[src/rtl/class_hvec_sim_reader.sv]
// Hamming-similarity classifier. Buffers one query hypervector (N_FRAMES
// frames), then reads every class hypervector frame by frame from the store.
// It scores each class as popcount(XNOR) and returns the best class.
//
// Handshakes: a transfer happens on a rising edge where valid && ready are
// both high. The producer holds its data stable while valid is high and
// ready is low. query_ready is high only in LOAD. result_valid is high only
// in DONE, and the result stays stable until result_ready is seen.
module class_hvec_sim_reader #(
  parameter int DI_PARALLEL_W_BITS = 64,
  parameter int N_CLASSES          = 8,
  parameter int N_FRAMES           = 3,
  parameter int CLASS_ID_W         = 3,
  parameter int FRAME_IDX_W        = 2,
  parameter int SCORE_W            = 8
) (
  input  logic                          clk,
  input  logic                          rst,
  input  logic                          query_valid,
  output logic                          query_ready,
  input  logic [DI_PARALLEL_W_BITS-1:0] query_frame,
  output logic [CLASS_ID_W-1:0]         frame_id,
  output logic [FRAME_IDX_W-1:0]        frame_index,
  input  logic [DI_PARALLEL_W_BITS-1:0] class_vec_in,
  output logic                          busy,
  output logic                          result_valid,
  input  logic                          result_ready,
  output logic [CLASS_ID_W-1:0]         pred_class,
  output logic [SCORE_W-1:0]            best_score,
  output logic [1:0]                    dbg_state
);

  localparam int POP_W = $clog2(DI_PARALLEL_W_BITS + 1);
  localparam logic [FRAME_IDX_W-1:0] LAST_FRM = FRAME_IDX_W'(N_FRAMES - 1);
  localparam logic [CLASS_ID_W-1:0]  LAST_CLS = CLASS_ID_W'(N_CLASSES - 1);

  typedef enum logic [1:0] {
    LOAD = 2'd0,
    SCAN = 2'd1,
    DONE = 2'd2
  } state_t;

  state_t state, state_nxt;

  logic [DI_PARALLEL_W_BITS-1:0] qbuf [N_FRAMES];
  logic [FRAME_IDX_W-1:0]        qcnt;
  logic [CLASS_ID_W-1:0]         cls;
  logic [FRAME_IDX_W-1:0]        frm;
  logic [SCORE_W-1:0]            acc;
  logic [SCORE_W-1:0]            best_q;
  logic [CLASS_ID_W-1:0]         pred_q;
  logic [DI_PARALLEL_W_BITS-1:0] agree;
  logic [POP_W-1:0]              pop;
  logic [SCORE_W-1:0]            total;
  logic                          q_fire;
  logic                          last_frm;

  assign q_fire   = (state == LOAD) && query_valid;
  assign last_frm = (frm == LAST_FRM);
  assign total    = acc + SCORE_W'(pop);

  // State register.
  always_ff @(posedge clk) begin
    if (rst) state <= LOAD;
    else     state <= state_nxt;
  end

  // Next state and state-decoded outputs. Store addresses are forced to 0 outside SCAN.
  always_comb begin
    state_nxt    = state;
    query_ready  = 1'b0;
    busy         = 1'b0;
    result_valid = 1'b0;
    frame_id     = '0;
    frame_index  = '0;
    case (state)
      LOAD: begin
        query_ready = 1'b1;
        if (query_valid && (qcnt == LAST_FRM)) state_nxt = SCAN;
      end
      SCAN: begin
        busy        = 1'b1;
        frame_id    = cls;
        frame_index = frm;
        if ((cls == LAST_CLS) && last_frm) state_nxt = DONE;
      end
      DONE: begin
        result_valid = 1'b1;
        if (result_ready) state_nxt = LOAD;
      end
      default: state_nxt = LOAD;
    endcase
  end

  // Count the bits of the current query frame that agree with the store frame.
  always_comb begin
    agree = ~(qbuf[frm] ^ class_vec_in);
    pop   = '0;
    for (int i = 0; i < DI_PARALLEL_W_BITS; i++) pop = pop + POP_W'(agree[i]);
  end

  // Query buffer. It is left unreset because frames are always written before they are read.
  always_ff @(posedge clk) begin
    if (!rst && q_fire) qbuf[qcnt] <= query_frame;
  end

  // Counters, accumulator and best-so-far. Strict > keeps the lowest class id on ties.
  always_ff @(posedge clk) begin
    if (rst) begin
      qcnt   <= '0;
      cls    <= '0;
      frm    <= '0;
      acc    <= '0;
      best_q <= '0;
      pred_q <= '0;
    end else begin
      if (q_fire) qcnt <= (qcnt == LAST_FRM) ? '0 : qcnt + 1'b1;
      if (state == SCAN) begin
        if (last_frm) begin
          if ((total > best_q) || (cls == '0)) begin
            best_q <= total;
            pred_q <= cls;
          end
          acc <= '0;
          frm <= '0;
          cls <= (cls == LAST_CLS) ? '0 : cls + 1'b1;
        end else begin
          acc <= total;
          frm <= frm + 1'b1;
        end
      end
    end
  end

  assign pred_class = pred_q;
  assign best_score = best_q;
  assign dbg_state  = state;

endmodule

[config.mk]
export PLATFORM = sky130hd
export DESIGN_NAME = class_hvec_sim_reader
export DESIGN_NICKNAME = d
export VERILOG_FILES = /design/src/rtl/class_hvec_sim_reader.sv
export SDC_FILE = /design/constraint.sdc
export NUM_CORES = 1
export LEC_CHECK = 0
export CORE_AREA = 2 2 163 165
export DETAILED_ROUTE_END_ITERATION = 10
export DIE_AREA = 0 0 165 167
export DONT_BUFFER_PORTS = 1
export PLACE_DENSITY = 0.56
export SYNTH_ARGS = -nofsm -noshare
export SYNTH_HDL_FRONTEND = slang
export SYNTH_SLANG_ARGS = --single-unit
[constraint.sdc]
create_clock -name clk -period 8.1 [get_ports clk]
set_clock_uncertainty 0.05 [all_clocks]
set_input_delay 0.405 -clock clk [delete_from_list [all_inputs] [get_ports clk]]
set_output_delay 0.405 -clock clk [all_outputs]
set_load 0.02 [all_outputs]
# == Word-level counts from Yosys, hierarchy flattened ==
# Memory sizes are Yosys's and may differ from the RTL's. A register that Yosys moved wholly into a read port is not among the register bits.
# Index checks and enable logic that the tools add are counted.
# totals
register_bits,28
latch_bits,0
mem_bits_rw,192
rom_bits,0
input_bits,132
output_inout_bits,21
elab_cells,114
mem_count,1
# op_classes
n_addsub,67
multipliers,0
div,0
magnitude_cmp,1
n_eq_ne,8
shift,0
n_mux,17
bitwise_logic,2
reduce_logical,11
# mem_list
name,depth,word_bits,rd,rd_clocked_by_memory_dff,wr,line,source
qbuf,3,64,1,1,1,45,logic [DI_PARALLEL_W_BITS-1:0] qbuf [N_FRAMES];
# op_table
op,n
adder 7 x 1 -> 7 bit,57
inverter 64 bit,1
XOR 64 bit,1
two-way mux 2 bit,8
adder 8 x 7 -> 8 bit,1
> comparator 8 bit,1
two-way mux 8 bit,1
adder 6 x 1 -> 7 bit,1
adder 5 x 1 -> 6 bit,1
equality test 2 bit (second input constant),3
two-way mux 3 bit,2
one-hot mux 2 bit (3 select lines),1
AND reduction 3 bit,2
adder 4 x 1 -> 5 bit,1
two-way mux 1 bit,5
adder 2 x 1 -> 2 bit (second input constant),2
adder 3 x 1 -> 4 bit,1
logical AND 1 bit,4
inequality test 2 bit (second input constant),2
adder 2 x 1 -> 3 bit,1
adder 3 x 1 -> 3 bit (second input constant),1
equality test 3 bit (second input constant),1
zero test 3 bit,1
adder 1 x 1 -> 2 bit,1
other kinds (6),6

# == Longest topological paths before layout ==
# depth
ltp_word,69
mapped_depth,33
depth_no_buf,29

# == Least setup slack after synthesis ==
# Ideal clock, no wire load.
# synth_timing
path_type,reg2reg
startpoint,register (tool-made name)
endpoint,register pred_q[0] (netlist: pred_class[0])
setup_ns,0.129
arrival_time_ns,8.312
required_ns,7.921
path_slack_ns,-0.391
stages_incl_launch_ff,34
n_path_buf,4
synth_period_minus_slack_ns,8.491
path_cell_list,dfxtp_1 -> buf_2 -> clkbuf_1 -> clkbuf_1 -> nand2_1 -> o21ai_1 -> xnor2_1 -> fa_1 -> inv_1 -> fa_1 -> inv_1 -> fa_1 -> inv_1 -> fa_1 -> fa_1 -> fa_1 -> fa_1 -> inv_1 -> fa_1 -> fa_1 -> inv_1 -> fa_1 -> nor2b_4 -> o31a_1 -> or4b_4 -> nand3_4 -> ha_1 -> nand2_1 -> o21ai_1 -> and4bb_1 -> nor2_2 -> buf_6 -> mux2i_1 -> nor2_1
# synth_lines
element,line,source
to (signal assigned),122,pred_q <= cls;
to (decl),51,logic [CLASS_ID_W-1:0] pred_q;

==> impl_metrics.json <==
{
  "cp.arrival_ns": 8.69,
  "cts_buffers": 25,
  "crit_path_max_fanout": 7,
  "pre_cts_ws_ns": -0.543,
  "cts.clk_slew.worst_paths_ns": 0.06,
  "synth_edf_count": 192,
  "post_cts_hold_buffer_count": 81,
  "io_pins": 153,
  "drt-initial-drc-count": 243,
  "hpwl_microns": 16700,
  "die_height_microns": 167,
  "cpMostUsedCell": "fa_1",
  "fmax_mhz": 120,
  "grt_max_degree": 40,
  "dieArea_sq_mm": 0.0276,
  "final_cell_mix": "192 x edfxtp_1, 80 x dlygate4sd3_1, 75 x nand2_1",
  "nFillCells": 2166,
  "critPathLaunchType": "flip-flop",
  "initial_core_util_pct": 42.3,
  "maxSlewViolCount": 0,
  "core_sq_mm": 0.0258,
  "max-cap-violations": 0,
  "antenna_found_initial": 0,
  "portBuffers": 0,
  "cts_buffer_depth": 3,
  "avgRoutedWirePerCell_microns": 18.5,
  "grt_pass1_wl_microns": 37100,
  "fin_ws_ns": -0.229,
  "rows": 59,
  "syn_nets": 1022,
  "crit_type": "flip-flop to flip-flop",
  "synthesis.instances": 799,
  "cts_tree": "yes",
  "drc": 0,
  "finalHoldViolations": 11,
  "rsz0062_at_grt": "yes",
  "gr-total-overflow": 0,
  "grtUsageTotal_pct": 17.6,
  "firstDrtPassIters": 4,
  "relSlewSlack_pct": 60.6,
  "num_antenna_cells": 0,
  "synth-main-ff-cell": "edfxtp_1",
  "cpMaxStageDelayCell": "fa_1",
  "grt_pass1_vias": 6909,
  "place.gp.congestion": 0.809,
  "ys_seq_area_share_pct": 58.4,
  "clockRootBuffer": "clkbuf_16",
  "async_flop_share_pct": 0,
  "via_per_inst": 4.97,
  "failed_checks": "hold timing, setup timing",
  "status": "finished, violations left",
  "drive_above_1_share_pct": 14.3,
  "netlist_area_sq_mm": 0.0109,
  "via_count": 6422,
  "hold_class": "input port to flip-flop",
  "ys_types": 52,
  "syn_to_final_growth_pct": 24.7,
  "die_w_microns": 165,
  "wl_microns": 23900,
  "seqCellArea_sq_mm": 0.00637,
  "worst_slew_pin_slew_ns": 0.592,
  "ys_ff_latch": 222,
  "multiInputGateArea_sq_mm": 0.00426,
  "worst_ep_required_time_ns": 8.46,
  "worst_setup_path_end_kind": "flip-flop",
  "fin_crit_ns": 8.33,
  "final_common_cell": "edfxtp_1",
  "insertion_delay_ns": 0.52,
  "worst_path_largest_cell_delay_ns": 0.54,
  "detail-route-antenna-nets": 0,
  "setup_viol": 11,
  "clkSinkCount": 222,
  "avgSynthCellArea_sq_um": 13.6,
  "post-route-period-util_pct": 103,
  "fin_nets": 1162,
  "whs_ns": -0.0987,
  "htree_levels": 1,
  "yosys_warnings": 0
}
[through the flow]
step / cell area [sq um] / setup TNS, ns / util (%) / cells / hold WS [ns]
after floorplan: 11000 / -29.40 / - / 799 / 0.414
after global placement: 11600 / -3.14 / 45.0 / 1149 / 0.424
after detailed placement: 11600 / -5.02 / 45.0 / 1149 / 0.424
after CTS: 13600 / -1.52 / 52.6 / 1291 / -0.121
after global routing: 13600 / -5.89 / 52.7 / 1291 / -0.121
final: 13600 / -2.19 / 52.7 / 1291 / -0.0987
[final timing paths]
| check | start | endpoint | slack (ns) | cells past startpoint |
|---|---|---|---|---|
| min | rst | best_score[6] | -0.1 | 1 |
| max | flip-flop | pred_class[1] | -0.23 | 30 |
| max reg2reg | flip-flop | pred_class[1] | -0.23 | 30 |
| min reg2reg | acc[6] | acc[6] | 0.49 | 2 |
[logic make-up after synthesis]
| kind of cell | after synthesis | share of synthesized area, % |
|---|---|---|
| AND/OR/NAND/NOR | 137 | 5.90 |
| multiplexers | 70 | 6.43 |
| XOR/XNOR | 70 | 5.63 |
| AO/OA/AOI/OAI | 111 | 5.73 |
| adder cells (fa/ha/maj) | 91 | 14.3 |
| flip-flops | 222 | 58.4 |
| buffers and inverters | 98 | 3.56 |
[flip-flops by register name, summed over array words and instances (netlist names), named ones only]
signal	flops
acc	8
best_score	8
cls	3
dbg_state	2
frm	2
pred_class	3
qbuf	192
qcnt	2
[critical path: cells and delay by family (launching register included)]
| kind | cells | cell delay [ns] |
|---|---|---|
| adders and majority gates | 11 | 4.75 |
| AOI/OAI and AO/OA | 3 | 0.69 |
| muxes | 2 | 0.27 |
| buffers and inverters | 6 | 0.49 |
| and+or+nand+nor | 7 | 1.34 |
| xor gates and xnor gates | 1 | 0.29 |
| DFF | 1 | 0.35 |
[cell type report]
type,instances,share of cell area [%]
flip-flops and latches,222,46.9
multi-input cells,480,31.4
repair buffers,138,10.2
clock buffers,26,4.63
well taps,335,3.09
inverters,72,2.00
clock inverters,18,1.80
[synthesized netlist by cell type, drive strengths merged, types with 2 or more instances]
master | instances | share of area [%]
nand2b | 2 | 0.14
buf | 12 | 0.59
and2 | 4 | 0.24
a22oi | 8 | 0.60
fa | 56 | 10
o211ai | 2 | 0.14
nor2 | 26 | 0.94
ha | 35 | 4.0
nor4b | 2 | 0.16
o21ai | 73 | 3.4
nand3 | 3 | 0.25
xor2 | 35 | 2.8
mux2i | 70 | 6.4
nand4 | 4 | 0.23
inv | 71 | 2.4
a21oi | 20 | 0.95
nor3 | 3 | 0.14
nand2 | 80 | 2.8
dfxtp | 30 | 5.5
clkbuf | 14 | 0.48
xnor2 | 35 | 2.8
nor2b | 4 | 0.30
edfxtp | 192 | 53
[per-layer routing]
metal  global-route usage [%]  wire length [microns]  up-vias
met5                        0                      0        -
met4                     4.88                    633        0
met3                     4.41                   1520       51
met2                     31.9                  12400      145
met1                     20.5                   9360     3142
li1                         -                      -     3084
[repair_timing]
action,CTS,global route
gates resized for setup,37,11
endpoints found under the setup margin,11,12
pin swaps,22,6
hold endpoints to repair,221,11
cloned,3,0
buffers inserted,15,1
Power is not shown: default switching activity piles up to over one toggle a cycle in this logic, so the estimate is an artifact.
